**src/rtl/adder_share_arbiter.sv**
```systemverilog
// Round-robin time-sharing of one external combinational adder among NUM_REQ requesters.
// Optional ADDER_SAT_EN: saturate rsp_data on signed overflow instead of wrapping.
module adder_share_arbiter #(
  parameter int unsigned WIDTH   = 16,
  parameter int unsigned NUM_REQ = 4,
  parameter int unsigned ID_W    = 2
) (
  input  logic                     clk,
  input  logic                     rst_n,
  input  logic [NUM_REQ-1:0]       req_valid,
  input  logic [NUM_REQ-1:0]       req_sub,
  input  logic [NUM_REQ*WIDTH-1:0] req_a,
  input  logic [NUM_REQ*WIDTH-1:0] req_b,
  output logic [NUM_REQ-1:0]       req_ready,
  output logic [WIDTH-1:0]         add_a,
  output logic [WIDTH-1:0]         add_b,
  output logic                     add_cin,
  input  logic [WIDTH-1:0]         add_s,
  input  logic                     add_ovf,
  output logic                     rsp_valid,
  output logic [ID_W-1:0]          rsp_id,
  output logic [WIDTH-1:0]         rsp_data,
  output logic                     rsp_ovf,
  input  logic                     rsp_ready
);

  typedef enum logic [1:0] {
    IDLE = 2'd0,
    EXEC = 2'd1,
    RESP = 2'd2
  } state_e;

  state_e            state_q, state_d;
  logic [ID_W-1:0]   ptr_q, ptr_d;
  logic [ID_W-1:0]   own_q, own_d;
  logic [WIDTH-1:0]  add_a_q, add_a_d;
  logic [WIDTH-1:0]  add_b_q, add_b_d;
  logic              add_cin_q, add_cin_d;
  logic              rsp_valid_q, rsp_valid_d;
  logic [ID_W-1:0]   rsp_id_q, rsp_id_d;
  logic [WIDTH-1:0]  rsp_data_q, rsp_data_d;
  logic              rsp_ovf_q, rsp_ovf_d;

  logic              gnt_found;
  logic [ID_W-1:0]   gnt_id;
  logic              gnt_sub;
  logic [WIDTH-1:0]  gnt_a;
  logic [WIDTH-1:0]  gnt_b;
  logic              grant_en;
  logic [31:0]       scan_idx;
  logic [WIDTH-1:0]  res_data;

  // Scan from the pointer so simultaneous requests are ordered by rotation only.
  always_comb begin
    gnt_found = 1'b0;
    gnt_id    = '0;
    gnt_sub   = 1'b0;
    gnt_a     = '0;
    gnt_b     = '0;
    scan_idx  = '0;
    for (int unsigned i = 0; i < NUM_REQ; i++) begin
      scan_idx = (32'(ptr_q) + i) % NUM_REQ;
      if (!gnt_found && req_valid[ID_W'(scan_idx)]) begin
        gnt_found = 1'b1;
        gnt_id    = ID_W'(scan_idx);
      end
    end
    for (int unsigned i = 0; i < NUM_REQ; i++) begin
      if (gnt_id == ID_W'(i)) begin
        gnt_sub = req_sub[i];
        gnt_a   = req_a[i*WIDTH +: WIDTH];
        gnt_b   = req_b[i*WIDTH +: WIDTH];
      end
    end
  end

  assign grant_en  = rst_n && gnt_found &&
                     ((state_q == IDLE) || ((state_q == RESP) && rsp_ready));
  assign req_ready = grant_en ? (NUM_REQ'(1) << gnt_id) : '0;

  always_comb begin
`ifdef ADDER_SAT_EN
    if (add_ovf) begin
      res_data = add_a_q[WIDTH-1] ? {1'b1, {(WIDTH-1){1'b0}}} : {1'b0, {(WIDTH-1){1'b1}}};
    end else begin
      res_data = add_s;
    end
`else
    res_data = add_s;
`endif
  end

  always_comb begin
    state_d     = state_q;
    ptr_d       = ptr_q;
    own_d       = own_q;
    add_a_d     = add_a_q;
    add_b_d     = add_b_q;
    add_cin_d   = add_cin_q;
    rsp_valid_d = rsp_valid_q;
    rsp_id_d    = rsp_id_q;
    rsp_data_d  = rsp_data_q;
    rsp_ovf_d   = rsp_ovf_q;
    case (state_q)
      EXEC: begin
        rsp_valid_d = 1'b1;
        rsp_id_d    = own_q;
        rsp_data_d  = res_data;
        rsp_ovf_d   = add_ovf;
        state_d     = RESP;
      end
      RESP: begin
        if (rsp_ready) begin
          rsp_valid_d = 1'b0;
          state_d     = IDLE;
        end
      end
      default: state_d = IDLE;
    endcase
    // A grant from IDLE or from an accepted RESP loads the adder operands identically.
    if (grant_en) begin
      own_d     = gnt_id;
      add_a_d   = gnt_a;
      add_b_d   = gnt_sub ? ~gnt_b : gnt_b;
      add_cin_d = gnt_sub;
      ptr_d     = ID_W'((32'(gnt_id) + 32'd1) % NUM_REQ);
      state_d   = EXEC;
    end
  end

  always_ff @(posedge clk) begin
    if (!rst_n) begin
      state_q     <= IDLE;
      ptr_q       <= '0;
      own_q       <= '0;
      add_a_q     <= '0;
      add_b_q     <= '0;
      add_cin_q   <= 1'b0;
      rsp_valid_q <= 1'b0;
      rsp_id_q    <= '0;
      rsp_data_q  <= '0;
      rsp_ovf_q   <= 1'b0;
    end else begin
      state_q     <= state_d;
      ptr_q       <= ptr_d;
      own_q       <= own_d;
      add_a_q     <= add_a_d;
      add_b_q     <= add_b_d;
      add_cin_q   <= add_cin_d;
      rsp_valid_q <= rsp_valid_d;
      rsp_id_q    <= rsp_id_d;
      rsp_data_q  <= rsp_data_d;
      rsp_ovf_q   <= rsp_ovf_d;
    end
  end

  assign add_a     = add_a_q;
  assign add_b     = add_b_q;
  assign add_cin   = add_cin_q;
  assign rsp_valid = rsp_valid_q;
  assign rsp_id    = rsp_id_q;
  assign rsp_data  = rsp_data_q;
  assign rsp_ovf   = rsp_ovf_q;

endmodule

```
**config.mk**
```make
export PLATFORM = sky130hd
export DESIGN_NAME = adder_share_arbiter
export DESIGN_NICKNAME = d
export VERILOG_FILES = /design/src/rtl/adder_share_arbiter.sv
export SDC_FILE = /design/constraint.sdc
export NUM_CORES = 1
export LEC_CHECK = 0
export ABC_AREA = 1
export BUFFER_PORTS_ARGS = -buffer_cell sky130_fd_sc_hd__buf_2
export CAP_MARGIN = 10
export CORE_AREA = 2 2 108 110
export DETAILED_ROUTE_END_ITERATION = 10
export DIE_AREA = 0 0 110 112
export GPL_ROUTABILITY_DRIVEN = 0
export SLEW_MARGIN = 10
export SYNTH_ARGS = -nofsm -noshare
export SYNTH_HDL_FRONTEND = slang
export SYNTH_SLANG_ARGS = --single-unit
```
**constraint.sdc**
```tcl
create_clock -name clk -period 3.72 [get_ports clk]
set_input_delay 0 -clock clk [delete_from_list [all_inputs] [get_ports clk]]
set_output_delay 0 -clock clk [all_outputs]
set_load 0.02 [all_outputs]
```
* Word level (Yosys, flattened, before mapping) *
Cells that the tools add are included.

storage, ports and cells
  logic and storage cells = 79
  output and inout port bits = 57
  register bits after elaboration = 59
  memories = 0
  RAM bits = 0
  memory bits (read-only) = 0
  latch bits = 0

cells by class
  equality and inequality tests = 7
  reductions and logical operators = 15
  bitwise operators = 2
  $mul = 0
  shifts and indexed selects = 1
  multiplexer cells = 35
  div/mod/pow operators = 0
  magnitude comparators = 4
  add/sub/neg operators = 4

operator list
  kind                                                                           number
  16-bit 2-to-1 mux                                                              9
  16-bit inverter                                                                1
  1-bit 2-to-1 mux                                                               14
  2-bit by 3-bit less-than comparator with 1-bit output (second input constant)  4
  2-bit 2-to-1 mux                                                               5
  1-bit binary-select mux with 2-bit select                                      4
  2-bit equality test (second input constant)                                    3
  1-bit logical AND                                                              6
  2-bit by 1-bit adder with 2-bit output (second input constant)                 2
  2-bit adder (second input constant)                                            2
  2-bit by 1-bit equality test with 1-bit output (second input constant)         2
  2-bit zero test                                                                2
  4-bit 2-to-1 mux                                                               1
  2-bit case mux with 2 select lines                                             1
  1-bit by 2-bit << shifter with 4-bit output (first input constant)             1
  1-bit zero test                                                                3
  3-bit inequality test (second input constant)                                  1
  2-bit inequality test (second input constant)                                  1
  1-bit case mux with 2 select lines                                             1
  2-bit AND reduction                                                            1
  2-bit nonzero test                                                             1
  2-bit OR reduction                                                             1
  1-bit logical OR                                                               1
  1-bit inverter                                                                 1

* Depth between registers and ports, before layout *
Gate-level depths: netlist (run 1).

  word-level depth = 19
  depth in mapped cells = 22
  depth with buffers taken out = 20

* Worst setup path after synthesis (run 1) *
Ideal clock, no wire load.

  path type = reg-to-reg
  start = reg ptr_q[0]
  end = reg add_b_q[10], in the netlist add_b[10]
  setup time = 0.112 ns
  buffers on the path = 4
  stages on the path, launching flop included = 20
  required time = 3.608 ns
  arrival time = 2.397 ns
  clock period less this slack = 2.509 ns
  slack = 1.211 ns
  cell sequence = dfxtp_1 buf_6 nand2_2 nand3_1 nand2_2 nor2_4 nand3_1 nand3_1 inv_1 ha_1 buf_2 nor2_2 nand2_1 nand2_1 a22oi_1 buf_4 clkbuf_4 xnor2_1 nand2_1 nand2_1

on the way
  longest elaborated chain between the ends = 19

ends and longest elaborated chain
  item                                                                                             line  text
  from (decl)                                                                                      34    logic [ID_W-1:0] ptr_q, ptr_d;
  from (signal assigned)                                                                           145   ptr_q <= ptr_d;
  parallel branches: the longest is 11 deep, another holds 2-bit by 1-bit adder with 2-bit output  n/a
  2-bit 2-to-1 mux (*)                                                                             63    if (!gnt_found && req_valid[ID_W'(scan_idx)]) begin
  named net gnt_id[1]                                                                              45    logic [ID_W-1:0] gnt_id;
  2-bit zero test                                                                                  69    if (gnt_id == ID_W'(i)) begin
  16-bit 2-to-1 mux (4 in series)                                                                  69
  16-bit inverter                                                                                  124   add_b_d = gnt_sub ? ~gnt_b : gnt_b;
  16-bit 2-to-1 mux (*)                                                                            124
  to (signal assigned)                                                                             137   add_b_q <= '0;
  to (signal assigned)                                                                             148   add_b_q <= add_b_d;
  to (decl)                                                                                        37    logic [WIDTH-1:0] add_b_q, add_b_d;

Mark *: on every way through the listed nets, which the timed path passes. The select of a mux whose other input is x is not followed.
A chain may end at the register's enable or synchronous reset.

* Final worst setup path (run 1) *
  start = reg ptr_q[0]
  end = reg add_b_q[1], in the netlist add_b[1]

The elaborated chain is that of the path after synthesis.

==> results.py, run 1 <==
metrics = {
    "run_status": {
        "status": "finished clean",
    },
    "final_layout": {
        "synthToLayoutAreaGrowth_pct": 41.2,
        "final_nets": 972,
        "fin_cells": 960,
        "final_common_cell": "buf_2",
        "seq_area_um2": 1180,
        "fillers": 1176,
        "stdcell_area_um2": 5370,
        "drive_gt1_share_pct": 34.1,
        "final_cell_mix": "buf_2, nand2_1, nor2_1",
        "antenna_cells": 0,
        "multi_input_area_um2": 2300,
    },
    "power_and_ir_drop": {
        "power.density_nw_per_um2": 1070,
        "switching_share_pct": 50.0,
        "p_total_w": 0.00575,
        "power_switching_w": 0.00287,
        "seqPwrFrac_pct": 17.1,
        "p_int_w": 0.00288,
        "p_leak_nw": 2.93,
        "clkPwrFrac_pct": 15.2,
        "combinationalPowerShare_pct": 67.7,
        "peakVddDrop_uv": 400,
    },
    "place": {
        "dp.cells": 926,
        "dpl_cell_area_um2": 4880,
        "post-dp-hpwl_um": 9790,
        "numPortBuffers": 212,
        "post-place-ws_ns": 0.537,
    },
    "worst_setup_path": {
        "path_cells": "inv_2 -> nand2_1 -> nand2_1 -> nand2_1 -> nand2_1 -> nor2_4 -> nand3_1 -> nand2_1 -> nand2_1 -> inv_1 -> ha_1 -> buf_4 -> nor2_2 -> buf_4 -> nand2_1 -> nand2_1 -> a22oi_2 -> buf_4 -> xnor2_1 -> nand2_1 -> nand2_1",
        "r2r_end": "add_b[1]",
        "critPathCaptureType": "register",
        "cp_data_arrival_time_ns": 3.45,
        "path_buf_inv": 5,
        "cp.required_ns": 3.99,
        "crit_start": "ptr_q[0]",
        "r2r_cells": 21,
        "max_stage_delay_ns": 0.56,
        "path_common_cell": "nand2_1",
        "start_kind": "register",
        "worst-path-max-fanout": 22,
        "endpoint": "add_b[1]",
        "rrSetupSlack_ns": 0.53,
        "r2r_start": "ptr_q[0]",
        "path_class": "register to register",
        "critPathSlowestCell": "dfxtp_1",
        "cpLargestDelayFamily": "simple AND/OR/NAND/NOR gates",
        "path_depth": 21,
    },
    "yosys": {
        "ys_top_cells_by_area": "dfxtp_1, nand2_1, nor2_1, o21ai_0, a21oi_1",
        "synth-warning-count": 0,
        "synth-compound-area-share_pct": 15.7,
        "synthMuxAreaShare_pct": 0,
        "ys_ff_latch": 59,
        "synth_area_per_cell_um2": 6.32,
        "synth_top_family_by_area": "simple AND/OR/NAND/NOR gates",
        "synth-simple-area-share_pct": 39.6,
        "syn_area_um2": 3800,
        "ys_types": 29,
        "synth_top_area_share_pct": 31.1,
        "ys_seq_area_share_pct": 31.1,
        "netlist_instances": 601,
        "synth_fp_nets": 761,
        "post-synth-top-area-cell": "dfxtp_1",
        "synth_xor_area_share_pct": 3.69,
        "synth_fa_ha_area_share_pct": 1.32,
    },
    "worst_hold_path": {
        "hold_path_class": "primary input to register",
        "whs_path_depth": 6,
    },
    "die": {
        "die_h_um": 112,
        "start_util_pct": 34.0,
        "row_count": 39,
        "dieWidth_um": 110,
        "core_area_um2": 11200,
        "io_pins": 213,
        "dieArea_um2": 12300,
    },
    "route": {
        "wire_per_inst_um": 14.2,
        "routed_via_density": 4.82,
        "vias": 4625,
        "wl_um": 13600,
        "drt-pass1-iter-count": 4,
        "drt_iter0_drc": 230,
        "drc": 0,
        "ant_nets": 0,
    },
    "timing": {
        "max_freq_mhz": 314,
        "min_period_over_period_pct": 85.7,
        "setup_viol": 0,
        "layout_setup_ws_ns": 0.532,
        "period_needed_ns": 3.19,
        "finalHoldViolations": 0,
        "worstMarginPinSlew_ns": 0.858,
        "fin_setup_tns_ns": 0,
        "rsz0062_at_grt": "false",
        "drv_slew": 0,
        "finClkSkew_ns": 0.00672,
        "maxSlewHeadroom_pct": 42.8,
    },
    "clocking": {
        "clk_root_buffer_cell": "clkbuf_16",
        "cts_tree": "yes",
        "cts_max_path_buffers": 2,
        "htree_levels": 3,
        "cts_sinks": 59,
        "cts_hold_buf": 18,
        "postCtsSetupBuffers": 0,
        "cts_buffers": 9,
        "clock_latency_ns": 0.32,
        "post_cts_resized": 0,
        "path_clk_slew_ns": 0.06,
    },
    "global_route": {
        "grt_pass1_wl_um": 21100,
        "first_global_vias": 4415,
        "antenna_found_initial": 0,
        "grt_overflow": 0,
        "grt_use_total_pct": 21.7,
        "grt_max_degree": 58,
    },
    "job": {
        "cap_violations": 0,
    },
}
## layout make-up
cell class                 instances  share of cell area, %
clock buffer                       9                   4.20
timing repair buffer             242                   24.8
sequential                        59                   22.0
inverter                          18                   1.26
clock inverter                     7                   1.56
multi-input combinational        482                   42.8
tap                              143                   3.33
## state kept, by name, indices dropped and copies added (netlist names)
signal / cells
state_q: 2
add_cin: 1
rsp_ovf: 1
add_b: 16
ptr_q: 2
add_a: 16
rsp_data: 16
own_q: 2
rsp_valid: 1
rsp_id: 2
## power groups by stage
stage | logic (W) | clock network (W) | registers (W)
after floorplan | 0.00275 | 0 | 0.00120
after global placement | 0.00381 | 0 | 0.000987
after detailed placement | 0.00391 | 0 | 0.000990
after CTS | 0.00393 | 0.000892 | 0.000981
after global routing | 0.00439 | 0.000922 | 0.00101
final | 0.00389 | 0.000872 | 0.000982
## metrics by stage
step / util [%] / hold slack [ns]
floorplan: - / 0.111
global placement: 43.6 / 0.219
detailed placement: 43.6 / 0.222
CTS: 48.0 / 0.0647
global route: 48.0 / 0.0893
finish: 48.0 / 0.0703
## cell usage after synthesis (all sizes together)
cell	instances
a21o	16
inv	18
xnor2	16
nand2	206
or2	16
a31oi	1
o21ai	56
clkbuf	25
nor2	85
dfxtp	59
nand3	45
ha	4
buf	17
a22oi	1
a21oi	36
## metal layers
layer / up-vias / wire, um / track usage (%)
li1: 2338 / - / -
met1: 2094 / 5970 / 26.4
met2: 174 / 6530 / 39.1
met3: 19 / 894 / 3.75
met4: 0 / 202 / 5.15
met5: - / 0 / 0
## worst reg2reg max path: stages (launching register included)
cell,delay (ns)
dfxtp_1,0.56
inv_2,0.15
nand2_1,0.09
nand2_1,0.07
nand2_1,0.09
nand2_1,0.09
nor2_4,0.14
nand3_1,0.08
nand2_1,0.06
nand2_1,0.11
inv_1,0.11
ha_1,0.17
buf_4,0.26
nor2_2,0.08
buf_4,0.21
nand2_1,0.08
nand2_1,0.05
a22oi_2,0.11
buf_4,0.30
xnor2_1,0.17
nand2_1,0.07
nand2_1,0.08
## cells by family after synthesis
kind of cell | Yosys count
buffers and inverters | 60
DFF | 59
xor gates and xnor gates | 16
adders and majority gates | 4
AOI/OAI and AO/OA | 110
and+or+nand+nor | 352
## worst min-delay path by stage
stage              start        end  slack, ns
6_report       req_b[57]   add_b[9]       0.07
5_1_grt        req_b[57]   add_b[9]       0.09
4_1_cts        req_b[57]   add_b[9]       0.06
3_5_place_dp   rsp_ready  rsp_valid       0.22
3_3_place_gp   rsp_ready  rsp_valid       0.22
2_1_floorplan  rsp_ready  rsp_valid       0.11
Power figures use the tool's default switching activity.
==> inputs of run 2 (changes only) <==
--- a/config.mk
+++ b/config.mk
@@ -12,6 +12,7 @@
 export DETAILED_ROUTE_END_ITERATION = 10
 export DIE_AREA = 0 0 110 112
 export GPL_ROUTABILITY_DRIVEN = 0
+export PLACE_DENSITY = 0.67
 export SLEW_MARGIN = 10
 export SYNTH_ARGS = -nofsm -noshare
 export SYNTH_HDL_FRONTEND = slang
==> constraint.sdc (replaced) <==
create_clock -name clk -period 2.77 [get_ports clk]
set_input_delay 0 -clock clk [delete_from_list [all_inputs] [get_ports clk]]
set_output_delay 0 -clock clk [all_outputs]
set_load 0.02 [all_outputs]
==> run 2 against run 1 <==
Clock power is 18% higher; sequential power is 33% higher; flip-flop and latch count is the same; wire length increased by 3.6%; critical path type unchanged; critical endpoint is now add_b[7].
==> results.py, run 2 (synthesized netlist as in run 1, its figures left out) <==
metrics = {
    "timing": {
        "maxSlewHeadroom_pct": 56.8,
        "min_period_over_period_pct": 96.1,
        "drv_slew": 0,
        "finClkSkew_ns": 0.00683,
        "setup_viol": 0,
        "finalHoldViolations": 0,
        "timing.hold.ws_ns": 0.0668,
        "period_needed_ns": 2.66,
        "worstMarginPinSlew_ns": 0.647,
        "max_freq_mhz": 376,
        "fin_setup_tns_ns": 0,
    },
    "die": {
        "row_count": 39,
        "dieWidth_um": 110,
        "io_pins": 213,
        "die_h_um": 112,
        "dieArea_um2": 12300,
        "start_util_pct": 34.0,
        "core_area_um2": 11200,
    },
    "place": {
        "dpl_cell_area_um2": 4960,
        "dp.cells": 927,
        "post-dp-hpwl_um": 9590,
        "numPortBuffers": 212,
    },
    "clocking": {
        "path_clk_slew_ns": 0.05,
        "cts_max_path_buffers": 2,
        "cts_sinks": 59,
        "cts_buffers": 9,
        "clk_root_buffer_cell": "clkbuf_16",
        "htree_levels": 3,
        "clock_latency_ns": 0.32,
        "cts_tree": "yes",
    },
    "worst_setup_path": {
        "cp.required_ns": 3.03,
        "path_class": "register to register",
        "critPathCaptureType": "register",
        "start_kind": "register",
        "r2r_end": "add_b[7]",
        "rrSetupSlack_ns": 0.11,
        "r2r_cells": 20,
        "cp_data_arrival_time_ns": 2.92,
        "r2r_start": "ptr_q[0]",
        "worst-path-max-fanout": 16,
    },
    "global_route": {
        "grt_pass1_wl_um": 20700,
        "grt_use_total_pct": 21.5,
        "first_global_vias": 4316,
        "grt_overflow": 0,
        "grt_max_degree": 58,
        "antenna_found_initial": 0,
    },
    "final_layout": {
        "stdcell_area_um2": 5660,
        "synthToLayoutAreaGrowth_pct": 48.8,
        "final_common_cell": "buf_2",
        "fin_cells": 972,
        "final_cell_mix": "buf_2, nand2_1, nor2_1",
        "final_nets": 984,
        "antenna_cells": 0,
        "drive_gt1_share_pct": 37.6,
        "fillers": 1141,
    },
    "power_and_ir_drop": {
        "power_switching_w": 0.00405,
        "power.density_nw_per_um2": 1490,
        "clkPwrFrac_pct": 12.2,
        "seqPwrFrac_pct": 15.5,
        "combinationalPowerShare_pct": 72.4,
        "p_int_w": 0.00440,
        "peakVddDrop_uv": 579,
        "switching_share_pct": 47.9,
        "p_leak_nw": 3.04,
    },
    "run_status": {
        "status": "finished clean",
    },
    "worst_hold_path": {
        "holdPathEnd": "add_b[8]",
        "hold_path_class": "primary input to register",
        "hp-start": "req_b[56]",
        "whs_path_depth": 6,
    },
    "route": {
        "vias": 4658,
        "wl_um": 14100,
        "drc": 0,
        "drt-pass1-iter-count": 4,
        "wire_per_inst_um": 14.5,
        "drt_iter0_drc": 348,
        "ant_nets": 0,
        "routed_via_density": 4.79,
    },
    "job": {
        "cap_violations": 0,
    },
}
run 2: critical path, cell delays in order (launching register included):
cell and delay (ns):
dfxtp_4 0.37, buf_6 0.13, nand2_1 0.07, nand2_2 0.07, nand2_2 0.09, nand2_2 0.07, nor2_4 0.13, nand3_1 0.08
nand2_1 0.09, nand2_2 0.11, inv_2 0.10, ha_4 0.17, nor2_4 0.06, buf_12 0.14, nand2_1 0.06, nand2_1 0.06
a22oi_2 0.30, clkbuf_16 0.24, xnor2_1 0.12, nand2_1 0.06, nand2_1 0.08
run 2: power by group through the flow:
| stage | Sequential (W) | Clock, W | Combinational, W |
|---|---|---|---|
| after detailed placement | 0.00131 | 0 | 0.00545 |
| after CTS | 0.00130 | 0.00105 | 0.00549 |
| after global placement | 0.00131 | 0 | 0.00541 |
| after floorplan | 0.00161 | 0 | 0.00369 |
| after global routing | 0.00134 | 0.00110 | 0.00681 |
| final | 0.00131 | 0.00103 | 0.00612 |
run 2: repair_timing:
item / CTS / global route
setup buffers: 0 / 7
gates resized for setup: 0 / 28
hold endpoints to repair: 18 / 0
hold buffers: 18 / 0
setup endpoints to repair: 0 / 34
run 2: worst max-delay path by stage:
| stage | from | to | slack (ns) | depth (start not counted) |
|---|---|---|---|---|
| 2_1_floorplan | ptr_q[0] | add_b[10] | 0.26 | 19 |
| 3_3_place_gp | ptr_q[0] | add_b[5] | 0.12 | 19 |
| 3_5_place_dp | ptr_q[0] | add_b[10] | 0.04 | 18 |
| 4_1_cts | ptr_q[0] | add_b[10] | 0.03 | 18 |
| 5_1_grt | ptr_q[0] | add_b[2] | -0.09 | 20 |
| 6_report | ptr_q[0] | add_b[7] | 0.11 | 20 |
run 2: cell type report:
class | instances | area, um2 | share of cell area (%)
timing repair buffer | 254 | 1570 | 27.8
clock buffer | 10 | 239 | 4.23
multi-input combinational | 482 | 2370 | 41.9
inverter | 18 | 70.1 | 1.24
clock inverter | 6 | 41.3 | 0.730
sequential | 59 | 1190 | 21.0
tap | 143 | 179 | 3.16
run 2: per-stage QoR:
| step | utilization, % | worst slack (ns) | total power, W |
|---|---|---|---|
| after floorplan | - | 0.261 | 0.00530 |
| after global placement | 44.4 | 0.122 | 0.00673 |
| after detailed placement | 44.4 | 0.0439 | 0.00676 |
| after CTS | 48.5 | 0.0337 | 0.00784 |
| after global routing | 50.6 | -0.0906 | 0.00925 |
| final | 50.6 | 0.109 | 0.00845 |
run 2: routing by layer:
layer  track usage (%)  share of wire [%]  up-vias
met3              3.63                7.0       24
met1              25.3                 41     2084
met4              7.93                2.1        0
li1                  -                  -     2364
met5                 0                  0        -
met2              38.3                 50      186
==> inputs of run 3 (changes only) <==
--- a/config.mk
+++ b/config.mk
@@ -8,11 +8,13 @@
 export ABC_AREA = 1
 export BUFFER_PORTS_ARGS = -buffer_cell sky130_fd_sc_hd__buf_2
 export CAP_MARGIN = 10
-export CORE_AREA = 2 2 108 110
+export CELL_PAD_IN_SITES_DETAIL_PLACEMENT = 1
+export CELL_PAD_IN_SITES_GLOBAL_PLACEMENT = 2
+export CORE_AREA = 2 2 145 147
 export DETAILED_ROUTE_END_ITERATION = 10
-export DIE_AREA = 0 0 110 112
+export DIE_AREA = 0 0 147 149
 export GPL_ROUTABILITY_DRIVEN = 0
-export PLACE_DENSITY = 0.67
+export PLACE_DENSITY_LB_ADDON = 0.1
 export SLEW_MARGIN = 10
 export SYNTH_ARGS = -nofsm -noshare
 export SYNTH_HDL_FRONTEND = slang
==> run 3 against run 2 <==
Die area grew 78%; core utilization fell by 22 points; clock power up 11%; global-route usage is 7.0 points lower; critical path type unchanged.
==> results.py, run 3 (synthesized netlist as in run 1, its figures left out) <==
metrics = {
    "timing": {
        "worstMarginPinSlew_ns": 0.685,
        "max_freq_mhz": 384,
        "min_period_over_period_pct": 94.1,
        "period_needed_ns": 2.61,
        "finalHoldViolations": 0,
        "maxSlewHeadroom_pct": 54.3,
        "setup_viol": 0,
        "fin_setup_tns_ns": 0,
        "layout_setup_ws_ns": 0.163,
        "timing.hold.ws_ns": 0.0785,
        "finClkSkew_ns": 0.00509,
        "drv_slew": 0,
    },
    "clocking": {
        "cts_max_path_buffers": 2,
        "cts_tree": "yes",
        "cts_sinks": 59,
        "clk_root_buffer_cell": "clkbuf_16",
        "htree_levels": 3,
        "clock_latency_ns": 0.32,
        "path_clk_slew_ns": 0.05,
        "cts_buffers": 9,
    },
    "worst_hold_path": {
        "hold_path_class": "primary input to register",
    },
    "global_route": {
        "first_global_vias": 4713,
        "grt_max_degree": 58,
        "grt_overflow": 0,
        "grt_pass1_wl_um": 25100,
        "grt_use_total_pct": 14.5,
        "antenna_found_initial": 0,
    },
    "route": {
        "drt-pass1-iter-count": 4,
        "drt_iter0_drc": 117,
        "wl_um": 16600,
        "wire_per_inst_um": 15.1,
        "drc": 0,
        "ant_nets": 0,
        "routed_via_density": 4.16,
        "vias": 4580,
    },
    "run_status": {
        "status": "finished clean",
    },
    "final_layout": {
        "fin_cells": 1101,
        "synthToLayoutAreaGrowth_pct": 52.8,
        "final_cell_mix": "buf_2, nand2_1, nor2_1",
        "antenna_cells": 0,
        "drive_gt1_share_pct": 37.2,
        "stdcell_area_um2": 5810,
        "final_common_cell": "buf_2",
        "final_nets": 983,
    },
    "power_and_ir_drop": {
        "p_leak_nw": 3.04,
        "power.density_nw_per_um2": 1500,
        "peakVddDrop_uv": 373,
    },
    "job": {
        "cap_violations": 0,
    },
    "worst_setup_path": {
        "worst-path-max-fanout": 34,
        "start_kind": "register",
        "path_cells": "buf_4 -> nand2_1 -> nand2_1 -> nand2_2 -> nand2_2 -> nor2_4 -> nand3_1 -> nand3_2 -> inv_2 -> ha_4 -> buf_12 -> a21oi_2 -> nand2_1 -> a22oi_2 -> buf_12 -> buf_8 -> xnor2_1 -> nand2_1 -> nand2_1",
        "cp_data_arrival_time_ns": 2.88,
        "path_class": "register to register",
        "cpLargestDelayFamily": "simple AND/OR/NAND/NOR gates",
        "critPathCaptureType": "register",
        "path_buf_inv": 5,
        "critPathSlowestCell": "dfxtp_4",
        "path_common_cell": "nand2_1",
        "cp.required_ns": 3.04,
        "max_stage_delay_ns": 0.35,
    },
    "die": {
        "dieArea_um2": 21900,
        "row_count": 53,
        "io_pins": 213,
        "die_h_um": 149,
        "core_area_um2": 20600,
        "start_util_pct": 18.5,
        "dieWidth_um": 147,
    },
    "place": {
        "post-place-ws_ns": 0.0461,
        "dp.cells": 1059,
        "post-dp-hpwl_um": 12300,
        "numPortBuffers": 212,
        "dpl_cell_area_um2": 5120,
    },
}
## run 3: cell types whose count changed in the layout (fill, tap and decap cells not counted), moves of 2 or more
cell	delta
clkbuf_16	-3
clkinvlp_4	-3
clkbuf_8	+2
inv_1	+2
inv_2	-2
## run 3: per-stage QoR
step                utilization (%)  power [W]
finish                         28.3    0.00869
global route                   28.3    0.00957
CTS                            27.3    0.00827
detailed placement             24.9    0.00704
global placement               24.9    0.00697
floorplan                         -    0.00530
## run 3: what timing repair did
| action | in CTS | in global routing |
|---|---|---|
| hold buffers | 18 | 0 |
| endpoints found under the setup margin | 0 | 33 |
| endpoints found under the hold margin | 19 | 0 |
| resized for setup | 0 | 32 |
| buffers inserted | 0 | 8 |
## run 3: routing by layer
| metal | GRT usage (%) | part of all wire [%] | vias up |
|---|---|---|---|
| li1 | - | - | 2359 |
| met1 | 18.9 | 47 | 2081 |
| met2 | 23.9 | 46 | 130 |
| met3 | 3.70 | 6.5 | 10 |
| met4 | 4.04 | 0.84 | 0 |
| met5 | 0 | 0 | - |
## run 3: worst paths after layout
path         startpoint         to  slack [ns]  depth (start not counted)
max            ptr_q[0]   add_b[3]        0.16                         19
min           req_b[49]   add_b[1]        0.08                          6
max reg2reg    ptr_q[0]   add_b[3]        0.16                         19
min reg2reg   add_b[14]  add_b[14]        0.47                          2
## run 3: final cells by class
cell class,count,area [um2]
clock buffer,12,267
tap,275,344
clock inverter,2,35.0
fill,2633,14700
inverter,18,70.1
sequential,59,1190
timing repair buffer,253,1530
multi-input combinational,482,2370
## run 3: worst reg2reg max path, stage by stage (launching register included)
cell     delay, ns
dfxtp_4       0.35
buf_4         0.15
nand2_1       0.06
nand2_1       0.07
nand2_2       0.09
nand2_2       0.07
nor2_4        0.16
nand3_1       0.10
nand3_2       0.13
inv_2         0.07
ha_4          0.18
buf_12        0.16
a21oi_2       0.14
nand2_1       0.07
a22oi_2       0.19
buf_12        0.14
buf_8         0.13
xnor2_1       0.15
nand2_1       0.07
nand2_1       0.07
## run 3: power by group
part	switching, W	total (W)	internal [W]
Combinational	0.00365	0.00623	0.00258
Sequential	0.000161	0.00132	0.00116
Clock	0.000384	0.00114	0.000758
Total	0.00419	0.00869	0.00450
